File: config.mk
export PLATFORM = sky130hd
export DESIGN_NAME = csr_axil_responder
export DESIGN_NICKNAME = d
export VERILOG_FILES = /design/src/rtl/csr_axil_responder.sv
export SDC_FILE = /design/constraint.sdc
export NUM_CORES = 1
export LEC_CHECK = 0
export CAP_MARGIN = 20
export CELL_PAD_IN_SITES_DETAIL_PLACEMENT = 0
export CELL_PAD_IN_SITES_GLOBAL_PLACEMENT = 1
export CORE_MARGIN = 3
export CORE_UTILIZATION = 48
export DETAILED_ROUTE_END_ITERATION = 10
export PLACE_DENSITY_LB_ADDON = 0.05
export REMOVE_ABC_BUFFERS = 1
export SETUP_SLACK_MARGIN = 0.1
export SYNTH_ARGS = -nofsm -noshare
export SYNTH_HDL_FRONTEND = slang
export SYNTH_SLANG_ARGS = --single-unit
File: constraint.sdc
create_clock -name clk -period 4.2 [get_ports clk]
set_input_delay 0.84 -clock clk [delete_from_list [all_inputs] [get_ports clk]]
set_output_delay 0.84 -clock clk [all_outputs]
set_load 0.02 [all_outputs]
File: src/rtl/csr_axil_responder.sv
// AXI-Lite responder owning the machine-mode CSR file, trap capture and the
// mcycle/minstret counters; one read and one write transaction in flight at once.
module csr_axil_responder #(
   parameter logic [31:0] MISA_VALUE  = 32'h40000100,
   parameter logic [31:0] MHARTID     = 32'h00000000,
   parameter logic [31:0] MTVEC_RESET = 32'h00000000
) (
   input  logic        clk,
   input  logic        reset,
   input  logic [11:0] axil_csr_araddr,
   input  logic        axil_csr_arvalid,
   output logic        axil_csr_arready,
   output logic [31:0] axil_csr_rdata,
   output logic [1:0]  axil_csr_rresp,
   output logic        axil_csr_rvalid,
   input  logic        axil_csr_rready,
   input  logic [11:0] axil_csr_awaddr,
   input  logic        axil_csr_awvalid,
   output logic        axil_csr_awready,
   input  logic [31:0] axil_csr_wdata,
   input  logic        axil_csr_wvalid,
   output logic        axil_csr_wready,
   output logic [2:0]  axil_csr_bresp,
   output logic        axil_csr_bvalid,
   input  logic        axil_csr_bready,
   input  logic        trap_valid,
   input  logic [5:0]  trap_cause,
   input  logic [31:0] trap_val,
   input  logic [31:0] trap_pc,
   input  logic        retire,
   output logic [31:0] mtvec_out
);

   typedef enum logic [0:0] {R_IDLE, R_RESP} r_state_t;
   typedef enum logic [1:0] {W_IDLE, W_HAVE_A, W_HAVE_D, W_RESP} w_state_t;

   r_state_t r_state;
   w_state_t w_state;

   logic [31:0] mstatus, mie, mtvec, mscratch, mepc, mtval;
   logic [5:0]  mcause;
   logic [63:0] mcycle, minstret;

   logic [11:0] awaddr_q;
   logic [31:0] wdata_q;

   logic        rd_legal;
   logic [31:0] rd_val;

   logic        a_avail, d_avail, wr_fire, wr_ok;
   logic [11:0] wr_addr;
   logic [31:0] wr_data;

   function automatic logic csr_writable(input logic [11:0] addr);
      case (addr)
         12'h300, 12'h304, 12'h305, 12'h340, 12'h341, 12'h342, 12'h343,
         12'hB00, 12'hB80, 12'hB02, 12'hB82: return 1'b1;
         default:                            return 1'b0;
      endcase
   endfunction

   // Read decode sees the pre-edge register values, so a same-cycle write is not visible.
   always_comb begin
      rd_legal = 1'b1;
      rd_val   = 32'h0;
      case (axil_csr_araddr)
         12'h300: rd_val = mstatus;
         12'h304: rd_val = mie;
         12'h305: rd_val = mtvec;
         12'h340: rd_val = mscratch;
         12'h341: rd_val = mepc;
         12'h342: rd_val = {26'h0, mcause};
         12'h343: rd_val = mtval;
         12'h301: rd_val = MISA_VALUE;
         12'hF14: rd_val = MHARTID;
         12'hB00, 12'hC00: rd_val = mcycle[31:0];
         12'hB80, 12'hC80: rd_val = mcycle[63:32];
         12'hB02, 12'hC02: rd_val = minstret[31:0];
         12'hB82, 12'hC82: rd_val = minstret[63:32];
         default: rd_legal = 1'b0;
      endcase
   end

   always_ff @(posedge clk or negedge reset) begin
      if (!reset) begin
         r_state          <= R_IDLE;
         axil_csr_arready <= 1'b1;
         axil_csr_rvalid  <= 1'b0;
         axil_csr_rdata   <= 32'h0;
         axil_csr_rresp   <= 2'b00;
      end else begin
         case (r_state)
            R_IDLE: begin
               if (axil_csr_arvalid) begin
                  axil_csr_rdata   <= rd_val;
                  axil_csr_rresp   <= rd_legal ? 2'b00 : 2'b10;
                  axil_csr_rvalid  <= 1'b1;
                  axil_csr_arready <= 1'b0;
                  r_state          <= R_RESP;
               end
            end
            R_RESP: begin
               if (axil_csr_rready) begin
                  axil_csr_rvalid  <= 1'b0;
                  axil_csr_arready <= 1'b1;
                  r_state          <= R_IDLE;
               end
            end
            default: r_state <= R_IDLE;
         endcase
      end
   end

   // A beat is available either from its holding register or from a handshake this cycle.
   always_comb begin
      a_avail = (w_state == W_HAVE_A) || (axil_csr_awvalid && axil_csr_awready);
      d_avail = (w_state == W_HAVE_D) || (axil_csr_wvalid && axil_csr_wready);
      wr_fire = a_avail && d_avail;
      wr_addr = (w_state == W_HAVE_A) ? awaddr_q : axil_csr_awaddr;
      wr_data = (w_state == W_HAVE_D) ? wdata_q : axil_csr_wdata;
      wr_ok   = wr_fire && csr_writable(wr_addr);
   end

   always_ff @(posedge clk or negedge reset) begin
      if (!reset) begin
         w_state          <= W_IDLE;
         axil_csr_awready <= 1'b1;
         axil_csr_wready  <= 1'b1;
         axil_csr_bvalid  <= 1'b0;
         axil_csr_bresp   <= 3'b000;
         awaddr_q         <= 12'h0;
         wdata_q          <= 32'h0;
      end else if (wr_fire) begin
         w_state          <= W_RESP;
         axil_csr_awready <= 1'b0;
         axil_csr_wready  <= 1'b0;
         axil_csr_bvalid  <= 1'b1;
         axil_csr_bresp   <= wr_ok ? 3'b000 : 3'b010;
      end else begin
         case (w_state)
            W_IDLE: begin
               if (axil_csr_awvalid) begin
                  awaddr_q         <= axil_csr_awaddr;
                  axil_csr_awready <= 1'b0;
                  w_state          <= W_HAVE_A;
               end else if (axil_csr_wvalid) begin
                  wdata_q          <= axil_csr_wdata;
                  axil_csr_wready  <= 1'b0;
                  w_state          <= W_HAVE_D;
               end
            end
            W_HAVE_A, W_HAVE_D: ;
            W_RESP: begin
               if (axil_csr_bready) begin
                  axil_csr_bvalid  <= 1'b0;
                  axil_csr_awready <= 1'b1;
                  axil_csr_wready  <= 1'b1;
                  w_state          <= W_IDLE;
               end
            end
            default: w_state <= W_IDLE;
         endcase
      end
   end

   // Trap capture has priority over a colliding CSR write to the same register.
   always_ff @(posedge clk or negedge reset) begin
      if (!reset) begin
         mstatus  <= 32'h0;
         mie      <= 32'h0;
         mtvec    <= MTVEC_RESET;
         mscratch <= 32'h0;
         mepc     <= 32'h0;
         mcause   <= 6'h0;
         mtval    <= 32'h0;
         mcycle   <= 64'h0;
         minstret <= 64'h0;
      end else begin
         if (wr_ok && wr_addr == 12'h300) mstatus  <= wr_data;
         if (wr_ok && wr_addr == 12'h304) mie      <= wr_data;
         if (wr_ok && wr_addr == 12'h305) mtvec    <= wr_data;
         if (wr_ok && wr_addr == 12'h340) mscratch <= wr_data;

         if (trap_valid)                       mepc <= trap_pc & ~32'h3;
         else if (wr_ok && wr_addr == 12'h341) mepc <= wr_data & ~32'h3;

         if (trap_valid)                       mcause <= trap_cause;
         else if (wr_ok && wr_addr == 12'h342) mcause <= wr_data[5:0];

         if (trap_valid)                       mtval <= trap_val;
         else if (wr_ok && wr_addr == 12'h343) mtval <= wr_data;

         if (wr_ok && wr_addr == 12'hB00)      mcycle[31:0]  <= wr_data;
         else if (wr_ok && wr_addr == 12'hB80) mcycle[63:32] <= wr_data;
         else                                  mcycle <= mcycle + 64'd1;

         if (wr_ok && wr_addr == 12'hB02)      minstret[31:0]  <= wr_data;
         else if (wr_ok && wr_addr == 12'hB82) minstret[63:32] <= wr_data;
         else if (retire)                      minstret <= minstret + 64'd1;
      end
   end

   assign mtvec_out = mtvec;

endmodule

# ---- Word-level counts from Yosys, hierarchy flattened
# Index checks and enable logic that the tools add are counted.
dict set report totals {
  reg_bits 415
  in_bits 135
}
dict set report op_classes {
  addsub 2
  n_eq_ne 40
  muxes 45
  n_bitwise 4
  n_reduce_logical 42
}
# cell n
set ops {}
lappend ops {{$pmux 32 s12} 1}
lappend ops {{$mux 32} 11}
lappend ops {{$eq 12x10->1 const B} 15}
lappend ops {{$eq 12x12->1 const B} 13}
lappend ops {{$add 64x1->64 const B} 2}
lappend ops {{$mux 64} 1}
lappend ops {{$mux 1} 17}
lappend ops {{$reduce_or 17->1} 1}
lappend ops {{$logic_and 1x1->1} 15}
lappend ops {{$reduce_bool 2->1} 7}
lappend ops {{$mux 12} 1}
lappend ops {{$mux 2} 6}
lappend ops {{$mux 6} 2}
lappend ops {{$ne 3x3->1 const B} 4}
lappend ops {{$reduce_or 11->1} 1}
lappend ops {{$pmux 1 s2} 5}
lappend ops {{$reduce_and 2->1} 5}
lappend ops {{$reduce_and 3->1} 3}
lappend ops {{$ne 2x2->1 const B} 4}
lappend ops {{$reduce_and 4->1} 2}
lappend ops {{$reduce_or 2->1} 4}
lappend ops {{$eq 2x2->1 const B} 2}
lappend ops {{$ne 4x4->1 const B} 1}
lappend ops {{$not 1->1} 4}
lappend ops {{5 further kinds} 6}

# ---- Depth between registers and ports, before layout
dict set report logic_depth {
  ltp_word 9
  mapped_depth 11
}

# ---- Least setup slack after synthesis
# No wires, ideal clock.
dict set report synth_timing {
  path_kind {input-to-reg}
  start {in axil_csr_wvalid}
  end {reg mcycle[8]}
  setup_time_ns 0.088
  arrival_time_ns 2.553
  required_ns 4.112
  setup_slack_ns 1.559
  stages 8
  path_cell_list {and2_1 -> o211a_1 -> o211a_1 -> buf_2 -> o21ai_1 -> clkbuf_1 -> nand4b_1 -> o211ai_1}
}
dict set report synth_between {
  elab_chain_cells 6
  elab_cells_between_ends 8
  cone_classes {eq/ne (1); mux (1); reduce/logical (6)}
}
# element line_no
set synth_rtl {}
lappend synth_rtl {{from (decl)} 21} ;# input logic axil_csr_wvalid,
lappend synth_rtl {{$logic_and 1x1->1 (*)} 117} ;# d_avail = (w_state == W_HAVE_D) || (axil_csr_wvalid && axil_csr_wready);
lappend synth_rtl {{$logic_or 1x1->1 (*)} 117}
lappend synth_rtl {{$logic_and 1x1->1 (*)} 118} ;# wr_fire = a_avail && d_avail;
lappend synth_rtl {{$logic_and 1x1->1 (*)} 121} ;# wr_ok = wr_fire && csr_writable(wr_addr);
lappend synth_rtl {{$logic_and 1x1->1 (on tied branches)} {193, 194}}
lappend synth_rtl {{$ne 2x2->1 (no source line) or $mux 32 (tied branches)} --}
lappend synth_rtl {{to (signal assigned)} 193} ;# if (wr_ok && wr_addr == 12'hB00) mcycle[31:0] <= wr_data;
lappend synth_rtl {{to (signal assigned)} 195} ;# else mcycle <= mcycle + 64'd1;
lappend synth_rtl {{to (decl)} 42} ;# logic [63:0] mcycle, minstret;
# Mark *: on every way between the ends. The rest lies on a longest branch, timed or not.
# A chain may end at the register's enable or synchronous reset.

# ---- Worst setup path after layout
dict set report layout_timing {
  start {reg w_state[0]}
  end {reg minstret[31]}
}
dict set report layout_between {
  elab_chain_cells 9
  elab_cells_between_ends 27
  cone_classes {eq/ne (14); mux (4); reduce/logical (9)}
}
# element line_no
set layout_rtl {}
lappend layout_rtl {{from (decl)} 38} ;# w_state_t w_state;
lappend layout_rtl {{from (signal assigned)} 126} ;# w_state <= W_IDLE;
lappend layout_rtl {{from (signal assigned)} 134} ;# w_state <= W_RESP;
lappend layout_rtl {{from (signal assigned)} 145} ;# w_state <= W_HAVE_A;
lappend layout_rtl {{$eq 2x1->1} {116, 119}}
lappend layout_rtl {{$mux 12} 119} ;# wr_addr = (w_state == W_HAVE_A) ? awaddr_q : axil_csr_awaddr;
lappend layout_rtl {{$eq 12x10->1 (tied with other cells)} 55} ;# case (addr)
lappend layout_rtl {{$reduce_or 11->1} 55}
lappend layout_rtl {{$mux 1} 55}
lappend layout_rtl {{$logic_and 1x1->1} 121}
lappend layout_rtl {{$logic_and 1x1->1 (on tied branches)} {197, 198}}
lappend layout_rtl {{$ne 2x2->1 (no source line) or $reduce_bool 2->1 (tied branches)} --}
lappend layout_rtl {{$reduce_and 2->1 (no source line)} --}
lappend layout_rtl {{to (signal assigned)} 197} ;# if (wr_ok && wr_addr == 12'hB02) minstret[31:0] <= wr_data;
lappend layout_rtl {{to (signal assigned)} 199} ;# else if (retire) minstret <= minstret + 64'd1;
lappend layout_rtl {{to (decl)} 42}
# Parallel ways exist; a longest one is shown, timed or not.

==> out/qor.csv <==
metric,value,unit
cell total after placement,3005,
ANT cells,0,
Max-Slew Margin vs Limit,0.2575,
number of cells on the critical path,8,
share of final-layout standard cells stronger than drive strength 1,0.1255,
proportion of register bits with asynchronous set or reset after synthesis,1.000,
register-to-register setup slack,770,ps
CTS resizes,0,
Std-Cell Core Area,44320,um^2
type of the most critical hold path,primary input to async pin,
Die Wd,217.9,um
wire length of the first global-routing pass,110600,um
depth of the most critical reg-to-reg path,8,
category of the most critical setup path,flip-flop to flip-flop,
via-per-instance ratio,6.173,
row cnt,77,
endpoint of the lowest-slack register-to-register path,minstret[31],
count of flip-flops with a built-in enable after synthesis,0,
type of element launching the critical path,flip-flop,
DRC marker count from the first detailed-route iteration,1883,
number of port buffers,203,
"Setup violations, final",0,
number of instances in the synthesized netlist,2295,
multi-input combinational cell area,10580,um^2
Tightest Pin Transition,1083,ps
layer with the highest usage after global routing,met2,
Filler cells,3923,
Min Hold Slack,251.8,ps
Sequential Area,10260,um^2
required time of the worst setup path,4650,ps
initial core utilization,0.4863,
combinational fraction of design power,0.103,
area of the die,47480,um^2
largest net degree at the start of global routing,89,
static leakage,10.93,nW
hold violation count in the final report,0,
buffer count from post-CTS setup fixing,0,
detailed placement HPWL,48950,um
Synth Warn #,0,
final period utilization,0.8164,
result of the run,completed,
kind of end point of the critical path,flip-flop,
initial antenna violation count,0,
achievable frequency,0.2916,GHz
cell at the root of the clock tree,clkbuf_16,
final core utilization,0.5855,
TritonCTS clock tree,done,
clock group share of total power,0.433,
Routed WL per cell,23.30,um
total power consumption of the routed design,9.253,mW
pwr/cell area,356.6,nW/um^2
setup repair after global routing missed its margin,false,
"Buf+Inv Stages, Crit Path",1,
overall via count from detail_route,19050,
total grt overflow,0,
post-synthesis sequential area ratio,0.4763,
synthesized cell area,21550,um^2
fraction of power consumed by sequential logic,0.465,
fraction of power spent switching nets,0.2544,
overall fraction of global-route tracks in use,0.3011,
"Critical Path, Cell by Cell","and2b_4, mux2i_1, nor4b_4, buf_4, a21o_1, or3_1, xor2_1, o21ai_0",
Max clock buf depth,3,
IO Count,209,
post-CTS clock slew at the launch and capture registers of the worst setup and hold paths,60,ps
mean cell area of the mapped netlist,9.390,um^2
Setup crit start,w_state[0],
Sw Pwr,2.354,mW
cell with the largest stage delay on the worst path,nor4b_4,
main flop type after synthesis,dfrtp_1,
GRT met1 Usage,0.4137,
cell-internal power,6.899,mW
first-pass detailed-route iteration total,6,
Final Instance Count excl. Fillers,3086,
max-slew violations,0,
#FFs+latches synth,410,
post-layout minimum cycle time,3429,ps
Final ANT Viol Nets,0,
clk sink count,410,
worst-path fanout max,14,
Crit path largest cell delay,700,ps
vertical extent of the die,217.9,um
maximum resistive drop on vdd,0.3163,mV
setup clock skew after layout,18.96,ps
DRT Wirelength,71910,um
crit path DAT,3880,ps
launch instance of the worst register-to-register path,w_state[0],
final RePlAce weighted congestion,0.8714,
gate family responsible for the most delay along the worst path,simple AND/OR/NAND/NOR gates,
final-stage net count,2598,
Yosys cell types,83,
max-cap viol count,0,
H-Tree Level Count,2,
global routing usage on met2,0.4897,
met3 GRT Util,0.05044,
clock latency on the worst-skew pair,590,ps
via count of the first global-routing pass,18660,
cts bufs inserted,46,
Remaining DRCs,0,
number of hold-repair buffers added at the cts stage,0,
signed area change from the synthesized netlist to the final layout,20.41,%
## sequential cells by signal (all words and copies together) (netlist names)
| name | count |
|---|---|
| awaddr_q | 12 |
| axil_csr_arready | 1 |
| axil_csr_awready | 1 |
| axil_csr_bresp | 1 |
| axil_csr_bvalid | 1 |
| axil_csr_rdata | 32 |
| axil_csr_rresp | 1 |
| axil_csr_rvalid | 1 |
| axil_csr_wready | 1 |
| mcause | 6 |
| mcycle | 64 |
| mepc | 30 |
| mie | 32 |
| minstret | 64 |
| mscratch | 32 |
| mstatus | 32 |
| mtval | 32 |
| mtvec_out | 32 |
| r_state | 1 |
| w_state | 2 |
| wdata_q | 32 |
## cells by family after synthesis
family / Yosys count / share of synthesized area
AND/OR/NAND/NOR: 742 / 0.1635
AO/OA/AOI/OAI: 706 / 0.2066
flip-flops: 410 / 0.4763
buffers and inverters: 196 / 0.03803
multiplexers: 179 / 0.09034
XOR/XNOR: 59 / 0.02398
adder cells (fa/ha/maj): 2 / 0.001161
other: 1 / 0.0001740
## power groups by stage
stage / registers [mW] / clock network (mW) / logic [mW]
after global routing: 4.32 / 4.25 / 1.05
after floorplan: 4.39 / 0 / 0.334
after detailed placement: 4.37 / 0 / 0.956
final: 4.30 / 4.00 / 0.952
after global placement: 4.36 / 0 / 0.943
after CTS: 4.30 / 4.09 / 0.960
## how the worst max path moves through the flow
stage	to
floorplan	minstret[21]
global placement	minstret[31]
detailed placement	minstret[31]
CTS	minstret[31]
global route	minstret[42]
finish	minstret[31]
## through the flow
step | instance area, um^2 | setup TNS [ps] | worst slack, ps
finish | 25950 | 0 | 770.9
global route | 25950 | 0 | 535.0
CTS | 25950 | 0 | 788.0
detailed placement | 24490 | 0 | 516.3
global placement | 24490 | 0 | 568.9
floorplan | 20860 | -819590 | -3085
## cells in the final DEF, fill, tap and decap left out, types with 20 or more instances in the layout
master,instances
inv_1,33
mux2i_1,55
and4_1,20
buf_4,63
mux2_2,124
nor2_1,191
a22oi_1,45
a31oi_1,58
nand4_1,32
xor2_1,31
o21ai_0,221
nand3_1,50
a221oi_1,26
clkbuf_16,47
clkdlybuf4s50_1,200
xnor2_1,28
and3_1,27
nand2_1,296
nor3_1,27
a21oi_1,185
a222oi_1,28
dfrtp_1,407
## metal layers
layer / up-vias / part of all wire
met5: - / 0
met4: 0 / 0.027
met3: 106 / 0.066
met2: 705 / 0.48
met1: 9472 / 0.43
li1: 8768 / -
## cell type report
class / instances / area share
Tap cell: 592 / 0.02854
Timing Repair Buffer: 279 / 0.1069
Clock buffer: 65 / 0.05024
Multi-Input combinational cell: 1691 / 0.4079
Inverter: 33 / 0.004773
Clock inverter: 16 / 0.006123
Sequential cell: 410 / 0.3955
## synth_stat cells (36+ instances only)
| library cell | n | area share |
|---|---|---|
| o21ai_0 | 221 | 0.051 |
| mux2i_1 | 55 | 0.026 |
| dfrtp_1 | 407 | 0.47 |
| nor2_1 | 193 | 0.034 |
| a31oi_1 | 58 | 0.017 |
| buf_2 | 36 | 0.0084 |
| mux2_2 | 124 | 0.065 |
| a22oi_1 | 45 | 0.016 |
| clkbuf_1 | 111 | 0.019 |
| a21oi_1 | 185 | 0.043 |
| nand2_1 | 296 | 0.052 |
| nand3_1 | 51 | 0.012 |
Note: power is estimated with default switching activity, not from simulation.
